--- config.mk ---
export PLATFORM = sky130hd
export DESIGN_NAME = nfc_rng_gen
export DESIGN_NICKNAME = d
export VERILOG_FILES = /design/src/rtl/nfc_rng_pkg.sv /design/src/rtl/nfc_rng_core.sv /design/src/rtl/nfc_rng_gen.sv
export SDC_FILE = /design/constraint.sdc
export NUM_CORES = 1
export LEC_CHECK = 0
export CORE_MARGIN = 8
export CORE_UTILIZATION = 38
export CTS_BUF_LIST = sky130_fd_sc_hd__clkbuf_4 sky130_fd_sc_hd__clkbuf_8 sky130_fd_sc_hd__clkbuf_16
export DETAILED_ROUTE_END_ITERATION = 10
export PLACE_DENSITY_LB_ADDON = 0.05
export SLEW_MARGIN = 20
export SYNTH_ARGS = -nofsm -noshare
export SYNTH_HDL_FRONTEND = slang
export SYNTH_HIERARCHICAL = 1
export SYNTH_SLANG_ARGS = --single-unit
--- constraint.sdc ---
create_clock -name clk -period 3.8 [get_ports clk]
set_input_delay 0.57 -clock clk [delete_from_list [all_inputs] [get_ports clk]]
set_output_delay 0.57 -clock clk [all_outputs]
set_load 0.01 [all_outputs]
--- src/rtl/nfc_rng_pkg.sv ---
// Shared encodings and default constants for the NFC random/pattern word source.
package nfc_rng_pkg;

    typedef enum logic [1:0] {
        RNG_LFSR = 2'b00,
        RNG_HOLD = 2'b01,
        RNG_INC  = 2'b10,
        RNG_DEC  = 2'b11
    } rng_mode_e;

    typedef enum logic [1:0] {
        IDLE = 2'b00,
        RUN  = 2'b01,
        DONE = 2'b10
    } rng_state_e;

    localparam logic [31:0] RNG_POLY_DFLT = 32'h8000_0057;
    localparam logic [31:0] RNG_SEED_DFLT = 32'h0000_0001;

endpackage

--- src/rtl/nfc_rng_core.sv ---
// Generator state register with per-mode next-state function (LFSR, hold, inc, dec).
module nfc_rng_core
    import nfc_rng_pkg::*;
#(
    parameter int unsigned       LFSR_W    = 32,
    parameter logic [LFSR_W-1:0] POLY      = LFSR_W'(RNG_POLY_DFLT),
    parameter int unsigned       STEP      = 1,
    parameter logic [LFSR_W-1:0] SEED_DFLT = LFSR_W'(RNG_SEED_DFLT)
) (
    input  logic              clk,
    input  logic              rst_n,
    input  logic              load,
    input  logic              step,
    input  logic [LFSR_W-1:0] seed,
    input  rng_mode_e         mode,
    output logic [LFSR_W-1:0] state
);

    logic [LFSR_W-1:0] state_q, state_d;
    rng_mode_e         mode_q, mode_d;

    always_comb begin
        state_d = state_q;
        mode_d  = mode_q;
        if (load) begin
            mode_d = mode;
            // An all-zero LFSR would lock up, so substitute the default seed.
            if (seed == '0 && mode == RNG_LFSR) begin
                state_d = SEED_DFLT;
            end else begin
                state_d = seed;
            end
        end else if (step) begin
            unique case (mode_q)
                RNG_LFSR: state_d = {state_q[LFSR_W-2:0], ^(state_q & POLY)};
                RNG_HOLD: state_d = state_q;
                RNG_INC:  state_d = state_q + LFSR_W'(STEP);
                RNG_DEC:  state_d = state_q - LFSR_W'(STEP);
                default:  state_d = state_q;
            endcase
        end
    end

    always_ff @(posedge clk or negedge rst_n) begin
        if (!rst_n) begin
            state_q <= '0;
            mode_q  <= RNG_LFSR;
        end else begin
            state_q <= state_d;
            mode_q  <= mode_d;
        end
    end

    assign state = state_q;

endmodule

--- src/rtl/nfc_rng_gen.sv ---
// Word source: slices the generator state MSB first behind a valid/ready handshake,
// with an optional word count that ends the run with a one-cycle done pulse.
module nfc_rng_gen
    import nfc_rng_pkg::*;
#(
    parameter int unsigned       LFSR_W    = 32,
    parameter int unsigned       DAT_W     = 16,
    parameter logic [LFSR_W-1:0] POLY      = LFSR_W'(RNG_POLY_DFLT),
    parameter int unsigned       STEP      = 1,
    parameter logic [LFSR_W-1:0] SEED_DFLT = LFSR_W'(RNG_SEED_DFLT),
    parameter int unsigned       LEN_W     = 16
) (
    input  logic              clk,
    input  logic              rst_n,
    input  logic              en,
    input  logic              rd,
    input  logic [LFSR_W-1:0] seed,
    input  logic [1:0]        mode,
    input  logic [LEN_W-1:0]  len,
    output logic [DAT_W-1:0]  rng_dat,
    output logic              rng_vld,
    output logic              done
);

    localparam int unsigned SLICES = LFSR_W / DAT_W;
    localparam int unsigned IDX_W  = (SLICES > 1) ? $clog2(SLICES) : 1;
    localparam logic [IDX_W-1:0] IDX_LAST = IDX_W'(SLICES - 1);

    rng_state_e        fsm_q, fsm_d;
    logic [IDX_W-1:0]  idx_q, idx_d;
    logic [LEN_W-1:0]  cnt_q, cnt_d;
    logic [LEN_W-1:0]  len_q, len_d;
    logic [LEN_W-1:0]  cnt_inc;
    logic              en_dly_q;
    logic              done_q, done_d;
    logic              load, xfer, step;
    logic [LFSR_W-1:0] state;

    assign load    = en & ~en_dly_q;
    assign rng_vld = (fsm_q == RUN);
    assign xfer    = rd & rng_vld;
    assign cnt_inc = cnt_q + LEN_W'(1);
    // Advance the generator only once the last (least significant) slice is consumed.
    assign step    = en & ~load & xfer & (idx_q == '0);

    nfc_rng_core #(
        .LFSR_W    (LFSR_W),
        .POLY      (POLY),
        .STEP      (STEP),
        .SEED_DFLT (SEED_DFLT)
    ) u_core (
        .clk   (clk),
        .rst_n (rst_n),
        .load  (load),
        .step  (step),
        .seed  (seed),
        .mode  (rng_mode_e'(mode)),
        .state (state)
    );

    always_comb begin
        fsm_d  = fsm_q;
        idx_d  = idx_q;
        cnt_d  = cnt_q;
        len_d  = len_q;
        done_d = 1'b0;
        if (!en) begin
            fsm_d = IDLE;
            idx_d = IDX_LAST;
        end else if (load) begin
            fsm_d = RUN;
            idx_d = IDX_LAST;
            cnt_d = '0;
            len_d = len;
        end else if (xfer) begin
            cnt_d = cnt_inc;
            idx_d = (idx_q != '0) ? idx_q - IDX_W'(1) : IDX_LAST;
            if (len_q != '0 && cnt_inc == len_q) begin
                fsm_d  = DONE;
                done_d = 1'b1;
            end
        end
    end

    always_ff @(posedge clk or negedge rst_n) begin
        if (!rst_n) begin
            fsm_q    <= IDLE;
            idx_q    <= IDX_LAST;
            cnt_q    <= '0;
            len_q    <= '0;
            en_dly_q <= 1'b0;
            done_q   <= 1'b0;
        end else begin
            fsm_q    <= fsm_d;
            idx_q    <= idx_d;
            cnt_q    <= cnt_d;
            len_q    <= len_d;
            en_dly_q <= en;
            done_q   <= done_d;
        end
    end

    assign rng_dat = state[idx_q*DAT_W +: DAT_W];
    assign done    = done_q;

endmodule
==> results of run 1 <==
cell type report:
type	count	area [sq um]	share of cell area, %
Clock buffer	10	239	3.17
Clock inverter	6	51.3	0.680
Inverter	14	52.6	0.697
Multi-Input combinational cell	657	4240	56.2
Sequential cell	71	1780	23.6
Tap cell	220	275	3.65
Timing Repair Buffer	96	908	12.0
cells in the mapped netlist, types with 19 or more instances:
cell	n	share of area (%)
nor2_1	72	4.2
nand3_1	35	2.7
and3_1	20	2.0
mux2i_1	22	3.5
dfrtp_1	70	27
mux2_2	35	6.2
nor3_1	20	1.6
clkbuf_1	60	3.5
nor4_1	38	3.7
nand2_1	76	4.5
o21ai_0	64	5.0
a21oi_1	51	4.0
xnor2_1	29	4.0
nand4_1	19	1.9
state kept, by name, indices dropped and copies added (netlist names):
register,count
idx_q,1
cnt_q,16
len_q,16
done,1
u_core/state,32
fsm_q,2
en_dly_q,1
u_core/mode_q,2
worst max path at each step:
stage,end,slack [ns]
after floorplan,u_core/state[26],0.16
after global placement,u_core/state[21],0.77
after detailed placement,u_core/state[21],0.69
after CTS,u_core/state[19],0.81
after global routing,u_core/state[19],0.55
final,u_core/state[29],0.72
kinds of logic after synthesis:
| logic type | synth area share, % |
|---|---|
| simple gates | 28.1 |
| compound gates | 21.7 |
| buf+inv | 5.77 |
| flops | 27.9 |
| mux | 9.99 |
| xor+xnor | 6.16 |
| fa+ha+maj | 0.392 |
layer usage:
metal	share of wire [%]	vias up	track usage, %
met2	43	416	34.2
met4	2.1	0	6.40
li1	-	3120	-
met5	0	-	0
met3	9.2	44	5.32
met1	46	3332	33.7
power groups by stage:
stage,combinational (uW),sequential (uW),clock (uW)
2_1_floorplan,729,949,0
3_3_place_gp,1010,1120,0
3_5_place_dp,1010,1120,0
4_1_cts,1020,1110,861
5_1_grt,1120,1140,890
6_report,1030,1120,837
per-stage QoR:
stage                     instances  instance area, sq um  hold slack (ns)  setup WS (ns)
after floorplan                 821                  6370            0.274          0.155
after detailed placement       1058                  7250            0.504          0.690
after global routing           1074                  7540            0.458          0.549
after CTS                      1074                  7540            0.429          0.812
after global placement         1058                  7250            0.497          0.769
final                          1074                  7540            0.382          0.722
worst max-delay path, delay by kind of cell (launching register included):
kind | cells | cell delay, ns
AO/OA/AOI/OAI | 4 | 1.16
XOR/XNOR | 1 | 0.15
multiplexers | 1 | 0.37
AND/OR/NAND/NOR | 1 | 0.64
flip-flops | 1 | 0.61
==> flow_summary_export.csv, run 1 <==
group,metric,value,unit
power,p_clk_share,28.0,%
setup_path,startpoint,"u_core/state[4]",
power,power_density,396,nW/um^2
clock_tree,h-tree-depth,3,
setup_path,cp.required,4.01,ns
layout,num_antenna_cells,0,
setup_path,cpPeakStageDelay,0.69,ns
clock_tree,clockBufferDepth,2,
setup_path,rr_startpoint,"u_core/state[4]",
clock_tree,clk_pin_slew,0.06,ns
layout,drive_gt1_share,11.9,%
logic_synthesis,synth_area_per_cell,7.76,sq um
run,drv_cap,0,
global_route,grt_overflow,0,
setup_path,r2r_slack,0.72,ns
timing,relSlewSlack,33.6,%
logic_synthesis,synthCells,821,
clock_tree,cts_root_buf,"clkbuf_16",
floorplanning,die_area,21200,sq um
setup_path,r2r.worst_path.cells,7,
clock_tree,cts_buffers,9,
routing,drc_errors,0,
layout,syn2layout_area_growth,18.3,%
timing,setup-violations-final,0,
routing,wl_per_cell,23.7,microns
logic_synthesis,syn_nets,877,
placed_design,port_buffers,71,
power,leakage,0.00277,uW
logic_synthesis,ys_ff_latch,71,
setup_path,cp_slowest_cell,"o21ai_0",
clock_tree,cts_tree,"done",
setup_path,crit_type,"reg -> reg",
power,intPower,1800,uW
clock_tree,clock_latency,0.34,ns
floorplanning,die_h,146,microns
timing,fin_crit,3.08,ns
global_route,grt_pass1_wl,39.3,mm
global_route,track_usage,23.4,%
clock_tree,cts_post_setup_buffers_inserted,0,
timing,rsz0062_at_grt,"false",
status,status,"finished clean",
setup_path,critPathMaxFanout,13,
timing,fin_crit_sh,81.0,%
logic_synthesis,syn_area,6370,sq um
power,power,2990,uW
logic_synthesis,synth-edff-count,0,
routing,dr.pass1.iters,6,
timing,maxSlewViolCount,0,
layout,final_cell_mix,"nand2_1 (76), nor2_1 (72), dfrtp_1 (70), clkdlybuf4s50_1 (70), o21ai_0 (63)",
layout,layout.nets,905,
clock_tree,cts_hold_buf,0,
floorplanning,start_util,38.7,%
timing,tightest_slew,0.996,ns
routing,dr.first_iter.drc_count,817,
setup_path,cp-end-kind,"flop",
layout,fillers,1640,
timing,skew,0.00627,ns
power,vdd_drop_max,0.231,mV
logic_synthesis,synth-seq-area-share,27.9,%
setup_path,worstPathArrival,3.29,ns
routing,ant_nets,0,
setup_path,startpoint_type,"flop",
power,power_switching,1190,uW
setup_path,path_cells,"or4_1 > o211ai_1 > a221oi_1 > o21ai_0 > mux2i_1 > xnor2_1 > a21oi_1",
logic_synthesis,ys_warn_count,6,
logic_synthesis,async_reset_ff_share,100,%
layout,final_util,45.8,%
placed_design,hpwlAfterDp,18.6,mm
hold_path,hold_path.class,"in -> async",
global_route,antenna_found_initial,0,
routing,via_per_inst,6.44,
power,power_frac_comb,34.6,%
timing,setup_tns,0,ns
clock_tree,cts_resized,0,
layout,mostFrequentLayoutCell,"nand2_1",
clock_tree,cts.sinks,71,
routing,vias,6912,
floorplanning,fp.dieW,146,microns
logic_synthesis,yosysUniqueCellTypes,76,
timing,finalHoldViolCount,0,
power,switching_share,39.7,%
timing,fmax,325,MHz
setup_path,reg2reg_to,"u_core/state[29]",
logic_synthesis,ys.flop_type,"dfrtp_1",
routing,wl,25.5,mm
global_route,grt_pass1_vias,6394,
power,p_seq_share,37.3,%
floorplanning,fp-row-count,47,
global_route,grt_start_max_net_pins,72,
floorplanning,core_area,16500,sq um
floorplanning,io_pins,72,
placed_design,routabilityCongestion,0.944,
No activity file was read; power rests on OpenSTA's default activity.
==> run 2: changes to the inputs <==
==> constraint.sdc (replaced) <==
create_clock -name clk -period 2.6 [get_ports clk]
set_input_delay 0.39 -clock clk [delete_from_list [all_inputs] [get_ports clk]]
set_output_delay 0.39 -clock clk [all_outputs]
set_load 0.01 [all_outputs]
==> flow_summary_export.csv, run 2 (synthesized netlist as in run 1, its figures left out) <==
group,metric,value,unit
floorplanning,die_h,146,microns
setup_path,r2r_slack,0.06,ns
power,leakage,0.00339,uW
layout,syn2layout_area_growth,36.2,%
routing,wl_per_cell,22.9,microns
timing,setup-violations-final,0,
clock_tree,clockBufferDepth,2,
global_route,grt_overflow,0,
setup_path,cp-end-kind,"flop",
floorplanning,start_util,38.7,%
timing,skew,0.0103,ns
placed_design,place_ws,-0.0732,ns
layout,final_cell_count_no_fill,1191,
layout,final_cell_mix,"buf_4 (135), nand2_1 (75), nor2_1 (70), clkdlybuf4s50_1 (70), dfrtp_1 (66)",
global_route,track_usage,25.1,%
setup_path,rr_startpoint,"u_core/state[16]",
routing,wl,27.3,mm
floorplanning,die_area,21200,sq um
routing,via_per_inst,6.13,
timing,finalHoldViolCount,0,
clock_tree,cts_tree,"done",
global_route,antenna_found_initial,0,
setup_path,worstPathArrival,2.75,ns
routing,dr.pass1.iters,5,
timing,timing.hold.ws,0.0412,ns
floorplanning,fp-row-count,47,
layout,fillers,1592,
clock_tree,cts.sinks,71,
routing,drc_errors,0,
run,drv_cap,0,
status,status,"finished clean",
clock_tree,clk_pin_slew,0.07,ns
placed_design,port_buffers,71,
layout,largest_reg_flops,32,
layout,mostFrequentLayoutCell,"buf_4",
timing,maxSlewViolCount,0,
clock_tree,cts_root_buf,"clkbuf_16",
placed_design,routabilityCongestion,0.976,
timing,fin_crit,2.54,ns
setup_path,startpoint_type,"flop",
setup_path,reg2reg_to,"u_core/state[25]",
clock_tree,cts_buffers,9,
clock_tree,clock_latency,0.35,ns
layout,layout.nets,1022,
routing,dr.first_iter.drc_count,765,
setup_path,cp.required,2.81,ns
setup_path,cp_top_family,"simple AND/OR/NAND/NOR gates",
setup_path,r2r.worst_path.cells,8,
layout,drive_gt1_share,26.0,%
power,power_density,547,nW/um^2
setup_path,crit_buf_inv,1,
routing,ant_nets,0,
global_route,grt_pass1_wl,41.9,mm
floorplanning,fp.dieW,146,microns
setup_path,critPathMaxFanout,4,
floorplanning,io_pins,72,
layout,num_antenna_cells,0,
hold_path,hold_path.class,"in -> async",
placed_design,dp_cells,1168,
setup_path,cp_slowest_cell,"or3_4",
floorplanning,core_area,16500,sq um
power,vdd_drop_max,0.297,mV
timing,setup_tns,0,ns
timing,fin_crit_sh,97.5,%
global_route,grt_pass1_vias,6985,
timing,fmax,394,MHz
placed_design,hpwlAfterDp,21.0,mm
timing,rsz0062_at_grt,"true",
timing,tightest_slew,0.627,ns
routing,vias,7296,
timing,relSlewSlack,57.8,%
clock_tree,cts_hold_buf,0,
setup_path,crit_type,"reg -> reg",
setup_path,path_cells,"or3_4 > or3_1 > a21o_1 > or2_0 > o32ai_1 > buf_4 > xnor2_1 > a21oi_1",
global_route,grt_start_max_net_pins,72,
setup_path,cpPeakStageDelay,0.43,ns
timing,fin_ws,0.0645,ns
clock_tree,h-tree-depth,3,
## run 2: changes by cell type in the layout (fill, tap and decap cells not counted), moves of 4 or more
cell and change:
dfrtp_2 +4, buf_4 +110, o21ai_0 -4, nor4_1 -6
dfrtp_1 -4, buf_12 +6
## run 2: how the worst max path moves through the flow
stage                     slack [ns]  depth (start not counted)             start               end
after floorplan                -0.21                         14  u_core/mode_q[0]  u_core/state[26]
after global placement         -0.10                          9  u_core/mode_q[0]  u_core/state[31]
after detailed placement       -0.07                          9  u_core/mode_q[0]  u_core/state[31]
after CTS                       0.03                          9  u_core/mode_q[0]  u_core/state[31]
after global routing           -0.02                         11  u_core/mode_q[0]  u_core/state[13]
final                           0.06                          8  u_core/state[16]  u_core/state[25]
## run 2: through the flow
step | total power, uW | cell area (sq um) | util [%]
finish | 4750 | 8680 | 52.7
global route | 4980 | 8680 | 52.7
CTS | 4680 | 8490 | 51.5
detailed placement | 3440 | 8190 | 49.7
global placement | 3420 | 8190 | 49.7
floorplan | 2480 | 6470 | -
## run 2: routing by layer
metal | GRT usage [%] | vias to the layer above | wire [microns] | part of all wire, %
met2 | 38.2 | 346 | 12100 | 44
met1 | 35.2 | 3576 | 12600 | 46
met4 | 8.22 | 0 | 511 | 1.9
met3 | 4.20 | 26 | 2110 | 7.7
li1 | - | 3348 | - | -
met5 | 0 | - | 0 | 0
## run 2: power breakdown
group | internal (uW) | switching [uW] | leakage, uW | total [uW]
Clock | 658 | 563 | 0.000130 | 1220
Sequential | 1250 | 176 | 0.000876 | 1430
Combinational | 970 | 1130 | 0.00238 | 2100
Total | 2880 | 1870 | 0.00339 | 4750
## run 2: worst register-to-register path, stage by stage, from the launching register on
cell and delay (ns):
dfrtp_1 0.40, or3_4 0.43, or3_1 0.38, a21o_1 0.22, or2_0 0.23, o32ai_1 0.36
buf_4 0.19, xnor2_1 0.11, a21oi_1 0.09
## run 2: final cells by class
| class | count | area (sq um) | share of cell area [%] |
|---|---|---|---|
| Sequential cell | 71 | 1780 | 20.5 |
| Clock inverter | 7 | 56.3 | 0.649 |
| Timing Repair Buffer | 213 | 1870 | 21.5 |
| Tap cell | 220 | 275 | 3.17 |
| Clock buffer | 9 | 225 | 2.59 |
| Inverter | 14 | 52.6 | 0.605 |
| Multi-Input combinational cell | 657 | 4420 | 51.0 |
## run 2: repair_timing
action	4_1_cts	5_1_grt
setup buffers	0	7
endpoints found under the hold margin	0	0
gates resized for setup	2	32
pin swaps	0	10
endpoints found under the setup margin	2	11
==> run 3: changes to the inputs <==
--- a/config.mk
+++ b/config.mk
@@ -10,7 +10,8 @@
 export CTS_BUF_LIST = sky130_fd_sc_hd__clkbuf_4 sky130_fd_sc_hd__clkbuf_8 sky130_fd_sc_hd__clkbuf_16
 export DETAILED_ROUTE_END_ITERATION = 10
 export PLACE_DENSITY_LB_ADDON = 0.05
-export SLEW_MARGIN = 20
+export SKIP_LAST_GASP = 1
+export SLEW_MARGIN = 10
 export SYNTH_ARGS = -nofsm -noshare
 export SYNTH_HDL_FRONTEND = slang
 export SYNTH_HIERARCHICAL = 1
==> flow_summary_export.csv, run 3 (synthesized netlist as in run 1, its figures left out) <==
group,metric,value,unit
status,status,"finished clean",
floorplanning,io_pins,72,
setup_path,cp_top_family,"compound AO/OA/AOI/OAI gates",
placed_design,routabilityCongestion,0.976,
power,intPower,2880,uW
global_route,antenna_found_initial,0,
setup_path,crit_buf_inv,2,
clock_tree,cts_tree,"done",
floorplanning,start_util,38.7,%
timing,rsz0062_at_grt,"true",
global_route,grt_start_max_net_pins,72,
setup_path,cp_slowest_cell,"or4_4",
placed_design,dp_cells,1168,
routing,wl,27.4,mm
timing,tightest_slew,0.617,ns
power,power_density,547,nW/um^2
power,p_seq_share,30.1,%
clock_tree,clock_latency,0.35,ns
placed_design,port_buffers,71,
power,power_frac_comb,44.1,%
floorplanning,die_area,21200,sq um
timing,maxSlewViolCount,0,
timing,finalHoldViolCount,0,
power,vdd_drop_max,0.297,mV
hold_path,hold_path.class,"in -> async",
floorplanning,core_area,16500,sq um
setup_path,cp.required,2.81,ns
setup_path,worstPathArrival,2.76,ns
routing,via_per_inst,6.16,
clock_tree,clk_pin_slew,0.07,ns
layout,drive_gt1_share,26.0,%
setup_path,crit_top_cell,"buf_4",
setup_path,startpoint_type,"flop",
routing,drc_errors,0,
power,p_clk_share,25.7,%
power,power_switching,1860,uW
timing,setup_tns,0,ns
timing,skew,0.0103,ns
layout,final_util,52.7,%
placed_design,place_ws,-0.0732,ns
placed_design,hpwlAfterDp,21.0,mm
floorplanning,fp-row-count,47,
timing,fin_ws,0.0527,ns
timing,relSlewSlack,58.5,%
timing,fin_crit,2.55,ns
power,switching_share,39.3,%
clock_tree,cts_root_buf,"clkbuf_16",
layout,largest_reg_flops,32,
setup_path,critPathMaxFanout,6,
global_route,grt_pass1_wl,41.9,mm
clock_tree,cts.sinks,71,
layout,num_antenna_cells,0,
setup_path,cp-end-kind,"flop",
power,leakage,0.00338,uW
timing,fin_crit_sh,98.0,%
setup_path,crit_type,"reg -> reg",
routing,wl_per_cell,23.0,microns
clock_tree,h-tree-depth,3,
layout,final_cell_mix,"buf_4 (135), nand2_1 (75), nor2_1 (70), clkdlybuf4s50_1 (70), dfrtp_1 (66)",
setup_path,cpPeakStageDelay,0.59,ns
floorplanning,fp.dieW,146,microns
setup_path,path_cells,"or4_4 > o211ai_1 > a221oi_2 > o21ai_1 > buf_4 > mux2i_1 > buf_4 > xnor2_1 > a21oi_1",
timing,setup-violations-final,0,
routing,dr.pass1.iters,5,
layout,syn2layout_area_growth,36.1,%
routing,dr.first_iter.drc_count,746,
layout,final_cell_count_no_fill,1191,
timing,timing.hold.ws,0.0427,ns
routing,vias,7335,
global_route,grt_pass1_vias,6985,
global_route,track_usage,25.1,%
layout,layout.nets,1022,
run,drv_cap,0,
layout,fillers,1593,
clock_tree,cts_buffers,9,
layout,mostFrequentLayoutCell,"buf_4",
clock_tree,clockBufferDepth,2,
floorplanning,die_h,146,microns
timing,fmax,393,MHz
global_route,grt_overflow,0,
routing,ant_nets,0,
==> run 3: cell count changes in the layout (fill, tap and decap cells not counted) <==
cell	before	now
nor4_2	4	5
nor4_4	4	3
==> run 3: area by class of cell <==
type | count | area (sq um) | share of cell area, %
multi-input cells | 657 | 4420 | 50.9
repair buffers | 213 | 1870 | 21.5
flip-flops and latches | 71 | 1780 | 20.6
well taps | 220 | 275 | 3.17
clock buffers | 9 | 225 | 2.60
clock inverters | 7 | 56.3 | 0.649
inverters | 14 | 52.6 | 0.606
==> run 3: routing by layer <==
metal	part of all wire [%]	global-route usage (%)	wire length [microns]	up-vias
met3	7.6	4.20	2080	31
met2	44	38.2	12100	341
li1	-	-	-	3350
met1	46	35.2	12600	3613
met4	1.9	8.22	522	0
met5	0	0	0	-
==> run 3: worst reg2reg max path: cells and delay by family, from the launching register on <==
family | cells | cell delay (ns)
simple gates | 1 | 0.59
xor+xnor | 1 | 0.10
mux | 1 | 0.26
buf+inv | 2 | 0.28
compound gates | 4 | 0.72
flops | 1 | 0.45
==> run 3: power groups by stage <==
stage | logic, uW | clock network (uW) | registers, uW
final | 2090 | 1220 | 1430
after global routing | 2240 | 1290 | 1450
after CTS | 2020 | 1240 | 1420
after detailed placement | 2010 | 0 | 1440
after global placement | 1980 | 0 | 1430
after floorplan | 1090 | 0 | 1390
==> run 3: worst paths after layout <==
check                                      from                to  slack [ns]  depth (start not counted)
worst max-delay path            u_core/state[4]  u_core/state[29]        0.05                          9
worst min-delay path                      rst_n          len_q[8]        0.04                          2
worst max register to register  u_core/state[4]  u_core/state[29]        0.05                          9
worst min register to register         fsm_q[1]          fsm_q[1]        0.52                          1
max in group asynchronous                 rst_n  u_core/mode_q[0]        2.18                          2
min in group clk                       fsm_q[1]          fsm_q[1]        0.52                          1
==> run 3: timing repair <==
action | CTS | global route
hold buffers | 0 | 0
setup endpoints to repair | 2 | 11
hold endpoints to repair | 0 | 0
gates resized for setup | 2 | 31
pin swaps | 0 | 9
buffers inserted | 0 | 7
==> run 3: per-stage QoR <==
stage	power, uW	instance area (sq um)
after floorplan	2480	6470
after global placement	3420	8190
after detailed placement	3440	8190
after CTS	4680	8490
after global routing	4980	8670
final	4740	8670
